[config.mk]
export PLATFORM = sky130hd
export DESIGN_NAME = maxterm_scanner_flat
export DESIGN_NICKNAME = d
export VERILOG_FILES = /design/src/rtl/maxterm_scanner_if.sv /design/src/rtl/maxterm_scanner.sv /design/src/flat_wrapper.sv
export SDC_FILE = /design/constraint.sdc
export NUM_CORES = 1
export LEC_CHECK = 0
export CAP_MARGIN = 10
export CORE_UTILIZATION = 46
export DETAILED_ROUTE_END_ITERATION = 7
export PLACE_DENSITY = 0.72
export RECOVER_POWER = 25
export SYNTH_ARGS = -nofsm -noshare
export SYNTH_HDL_FRONTEND = slang
export SYNTH_SLANG_ARGS = --single-unit
export TNS_END_PERCENT = 20
[constraint.sdc]
create_clock -name clk -period 1.7 [get_ports clk]
set_input_delay 0.255 -clock clk [delete_from_list [all_inputs] [get_ports clk]]
set_output_delay 0.255 -clock clk [all_outputs]
set_load 0.01 [all_outputs]
[src/rtl/maxterm_scanner_if.sv]
// Term-index stream between maxterm_scanner (master) and its consumer (slave).
// Carries a valid/ready handshake plus the N-bit term index.
interface maxterm_scanner_if #(
  parameter int unsigned N = 3
) ();
  logic         mt_valid;
  logic [N-1:0] mt_idx;
  logic         mt_ready;

  modport master (output mt_valid, output mt_idx, input mt_ready);
  modport slave  (input mt_valid, input mt_idx, output mt_ready);
endinterface

[src/rtl/maxterm_scanner.sv]
// Truth-table extractor: sweeps a combinational function through all 2^N inputs, then streams
// its maxterm indices (minterm indices when MINTERM_EN is defined) over a valid/ready port.
module maxterm_scanner #(
  parameter int unsigned N      = 3,
  parameter int unsigned SETTLE = 1
) (
  input  logic                clk,
  input  logic                rst,
  input  logic                start_i,
  output logic [N-1:0]        xyz_o,
  input  logic                s_in_i,
  output logic                busy_o,
  output logic                done_o,
  output logic [(2**N)-1:0]   truth_o,
  output logic [N:0]          mt_count_o,
  maxterm_scanner_if.master   mt_if
);

  localparam int unsigned NumVec = 2 ** N;
  localparam int unsigned CntW   = (SETTLE > 1) ? $clog2(SETTLE) : 1;
  localparam logic [N-1:0]    LastVec  = {N{1'b1}};
  localparam logic [CntW-1:0] CntLast  = CntW'(SETTLE - 1);

  typedef enum logic [1:0] {StIdle, StScan, StEmit, StDone} state_e;

  state_e              state_q, state_d;
  logic [N-1:0]        xyz_q, xyz_d;
  logic [CntW-1:0]     cnt_q, cnt_d;
  logic [NumVec-1:0]   truth_q, truth_d;
  logic [N-1:0]        ptr_q, ptr_d;
  logic [N:0]          count_q, count_d;

  logic cnt_last;
  logic term_hit;
  logic valid;

  assign cnt_last = (cnt_q == CntLast);

`ifdef MINTERM_EN
  assign term_hit = truth_q[ptr_q];
`else
  assign term_hit = ~truth_q[ptr_q];
`endif

  always_ff @(posedge clk or posedge rst) begin
    if (rst) begin
      state_q <= StIdle;
      xyz_q   <= '0;
      cnt_q   <= '0;
      truth_q <= '0;
      ptr_q   <= '0;
      count_q <= '0;
    end else begin
      state_q <= state_d;
      xyz_q   <= xyz_d;
      cnt_q   <= cnt_d;
      truth_q <= truth_d;
      ptr_q   <= ptr_d;
      count_q <= count_d;
    end
  end

  always_comb begin
    state_d = state_q;
    xyz_d   = xyz_q;
    cnt_d   = cnt_q;
    truth_d = truth_q;
    ptr_d   = ptr_q;
    count_d = count_q;
    unique case (state_q)
      StIdle: begin
        if (start_i) begin
          state_d = StScan;
          xyz_d   = '0;
          cnt_d   = '0;
          truth_d = '0;
          count_d = '0;
        end
      end
      StScan: begin
        if (cnt_last) begin
          truth_d[xyz_q] = s_in_i;
          cnt_d          = '0;
          // Last vector stays on xyz so the function input does not wrap during emit.
          if (xyz_q == LastVec) begin
            state_d = StEmit;
            ptr_d   = '0;
          end else begin
            xyz_d = xyz_q + 1'b1;
          end
        end else begin
          cnt_d = cnt_q + 1'b1;
        end
      end
      StEmit: begin
        if (!term_hit || mt_if.mt_ready) begin
          if (term_hit) begin
            count_d = count_q + 1'b1;
          end
          if (ptr_q == LastVec) begin
            state_d = StDone;
          end else begin
            ptr_d = ptr_q + 1'b1;
          end
        end
      end
      StDone: begin
        state_d = StIdle;
      end
      default: begin
        state_d = StIdle;
      end
    endcase
  end

  always_comb begin
    valid          = (state_q == StEmit) && term_hit;
    mt_if.mt_valid = valid;
    mt_if.mt_idx   = valid ? ptr_q : '0;
    busy_o         = (state_q == StScan) || (state_q == StEmit);
    done_o         = (state_q == StDone);
    xyz_o          = xyz_q;
    truth_o        = truth_q;
    mt_count_o     = count_q;
  end

endmodule

[src/flat_wrapper.sv]
// flat-port wrapper written by rule: the top's interface ports become plain ports
module maxterm_scanner_flat 
#(
  parameter int unsigned N      = 3,
  parameter int unsigned SETTLE = 1
)
  (clk, rst, start_i, xyz_o, s_in_i, busy_o, done_o, truth_o, mt_count_o, mt_if_mt_valid, mt_if_mt_idx, mt_if_mt_ready);
  maxterm_scanner_if #(.N(N)) mt_if_i ();
  input  logic clk;
  input  logic rst;
  input  logic start_i;
  output logic [N-1:0] xyz_o;
  input  logic s_in_i;
  output logic busy_o;
  output logic done_o;
  output logic [(2**N)-1:0] truth_o;
  output logic [N:0] mt_count_o;
  output wire logic [$bits(mt_if_i.mt_valid)-1:0] mt_if_mt_valid;
  output wire logic [$bits(mt_if_i.mt_idx)-1:0] mt_if_mt_idx;
  input wire logic [$bits(mt_if_i.mt_ready)-1:0] mt_if_mt_ready;
  assign mt_if_mt_valid = mt_if_i.mt_valid;
  assign mt_if_mt_idx = mt_if_i.mt_idx;
  assign mt_if_i.mt_ready = mt_if_mt_ready;
  maxterm_scanner #(.N(N), .SETTLE(SETTLE)) u_core (.clk(clk), .rst(rst), .start_i(start_i), .xyz_o(xyz_o), .s_in_i(s_in_i), .busy_o(busy_o), .done_o(done_o), .truth_o(truth_o), .mt_count_o(mt_count_o), .mt_if(mt_if_i));
endmodule
==> impl_metrics.csv <==
group,metric,value,unit
cells_and_area,drive_gt1_share,34.5,%
routing,avgRoutedWirePerCell,15.6,um
yosys,synth_flop_cell,"dfrtp_1",
job,maxCapViolCount,0,
floorplan,die-area,0.00301,mm2
hold_path,hold_path.class,"register to register",
power,p_leak,0.938,nW
yosys,synth-seq-cells,20,
yosys,post-synth-top-area-fraction,38.9,%
cells_and_area,nets,216,
timing,setup_viol,11,
clocking,path_clk_slew,0.12,ns
grt,overflow,0,
routing,drt_wl_total,3590,um
cells_and_area,diodes,0,
timing,worst_pin_slew,1.11,ns
place,place_hpwl,2560,um
status,status,"complete, but fails checks",
clocking,cts_tree,"built",
place,place.port_buffers,25,
clocking,clk_latency,0.31,ns
grt,antenna_found_initial,0,
setup_path,critPathKind,"register to primary output",
routing,drt_iter0_markers,27,
grt,grt_pass1_wl,5310,um
grt,grt_pass1_vias,1187,
setup_path,end_kind,"primary output",
cells_and_area,syn2layout_area_growth,52.0,%
timing,rsz0062_at_grt,"yes",
grt,grt_util_all_layers,25.2,%
timing,finalCritPeriodShare,110,%
yosys,avgSynthCellArea,9.26,um2
yosys,syn_nets,154,
yosys,ys_warn_count,0,
clocking,clk_path_buf_depth,2,
cells_and_area,nFillCells,191,
power,power,0.00364,W
yosys,synth_cell_type_count,37,
floorplan,core_area,0.00257,mm2
floorplan,start_util,50.1,%
timing,layout_setup_ws,-0.173,ns
setup_path,cp-start-kind,"register",
routing,antenna_left,0,
grt,grt_max_degree,21,
hold_path,hold_depth,1,
setup_path,crit_arrival,1.62,ns
setup_path,path_max_fanout,6,
timing,hold_violations,0,
timing,max_freq,534,MHz
yosys,yosysTopAreaCell,"dfrtp_1",
status,violations,"negative setup slack",
routing,vias_per_cell,5.60,
clocking,root_buffer,"clkbuf_4",
power,power_density,1860,mW/mm2
clocking,clock_sinks,20,
clocking,h-tree-depth,1,
routing,drc,0,
yosys,synthCells,139,
timing,period_minus_slack,1.87,ns
clocking,cts-buffers-inserted,3,
place,gp_congestion,0.881,
floorplan,die_h,54.9,um
setup_path,critPathRequiredTime,1.44,ns
routing,via_count,1287,
yosys,syn_area,0.00129,mm2
timing,slew_headroom,26.0,%
setup_path,reg2reg_depth,6,
timing,hold_ws,0.514,ns
yosys,ys_seq_area_share,38.9,%
timing,tns,-0.906,ns
cells_and_area,final_util,76.2,%
floorplan,fp-row-count,18,
floorplan,die_w,54.9,um
yosys,ys_top_cells_by_area,"dfrtp_1 (39%), ha_1 (9.7%), o21ai_0 (6.2%)",
yosys,synth_edf_count,0,
timing,fin_worst_skew,0.00452,ns
routing,dr.pass1.iters,6,
timing,drv_slew,0,
floorplan,ios,26,
yosys,synth-async-reset-ratio,100,%
power,max-vdd-ir-drop,1.29,mV
==> power by group <==
part / internal (W) / switching, W / total, W / leakage [nW]
Combinational: 0.00131 / 0.00122 / 0.00253 / 0.656
Clock: 0.000131 / 0.000159 / 0.000290 / 0.0210
Sequential: 0.000657 / 0.000158 / 0.000814 / 0.261
Total: 0.00210 / 0.00154 / 0.00364 / 0.938
==> kinds of logic after synthesis <==
logic type | after synthesis | synth area share, %
AND/OR/NAND/NOR | 38 | 14.5
flip-flops | 20 | 38.9
AO/OA/AOI/OAI | 50 | 27.1
adder cells (fa/ha/maj) | 10 | 9.72
buffers and inverters | 15 | 4.96
multiplexers | 6 | 4.86
==> final timing paths <==
check	from	end	slack [ns]
min in group asynchronous	rst	u_core.mt_count_o[1]	0.71
setup reg to reg	u_core.ptr_q[0]	u_core.mt_count_o[2]	-0.12
max in group asynchronous	rst	u_core.ptr_q[0]	0.26
hold reg to reg	u_core.mt_count_o[3]	u_core.mt_count_o[3]	0.51
hold / removal	u_core.mt_count_o[3]	u_core.mt_count_o[3]	0.51
setup / recovery	u_core.ptr_q[0]	mt_if_mt_idx[0]	-0.17
==> cell usage in the layout (no fill, tap or decap), types with 5 or more instances in the layout <==
master,netlist,final
inv_1,8,8
buf_4,0,36
clkdlybuf4s50_1,0,15
a21oi_1,6,5
ha_1,10,7
a22o_1,5,5
dfrtp_1,20,18
o21ai_0,16,12
nor2_1,7,5
nand2_1,11,10
==> critical path, stage by stage, from the launching register on <==
cell and delay, ns:
dfrtp_2 0.48, mux2i_1 0.24, a22oi_2 0.12, a21oi_2 0.19, and2_1 0.17, buf_6 0.11
==> cell usage after synthesis, types with 3 or more instances <==
master	count
o21ai_0	16
dfrtp_1	20
nand3_1	5
mux2i_1	4
nand2b_1	5
inv_1	8
a22oi_1	4
a21oi_1	6
nor2_1	7
ha_1	10
clkbuf_1	6
nand2_1	11
a22o_1	5
o211ai_1	3
==> layout make-up <==
cell class	count	area (um2)	area share, %
Inverter	8	30.0	1.53
Tap cell	30	37.5	1.92
Sequential cell	20	503	25.7
Multi-Input combinational cell	104	816	41.7
Clock buffer	4	36.3	1.85
Timing Repair Buffer	64	534	27.3
==> layer usage <==
| metal | up-vias | part of all wire, % | GRT usage [%] |
|---|---|---|---|
| li1 | 629 | - | - |
| met1 | 601 | 41 | 30.7 |
| met5 | - | 0 | 0 |
| met2 | 47 | 52 | 45.8 |
| met3 | 10 | 4.6 | 2.73 |
| met4 | 0 | 1.6 | 8.33 |
==> repair_timing <==
item | in CTS | in global routing
buffers inserted | 3 | 3
gates resized for setup | 36 | 15
endpoints found under the setup margin | 15 | 21
hold buffers | 0 | 0
hold endpoints to repair | 0 | 0
pin swaps | 11 | 6
==> state kept, by name, indices dropped and copies added, names as in the netlist <==
register           cells
u_core.xyz_o           3
u_core.state_q         2
u_core.ptr_q           3
u_core.mt_count_o      4
u_core.truth_o         8
==> stage by stage <==
step / cells / instance area (um2) / setup WS, ns
2_1_floorplan: 139 / 1290 / -0.000443
3_3_place_gp: 221 / 1800 / -0.195
3_5_place_dp: 221 / 1800 / -0.285
4_1_cts: 227 / 1910 / -0.186
5_1_grt: 230 / 1960 / -0.225
6_report: 230 / 1960 / -0.173
Note: power is estimated with default switching activity, not from simulation.
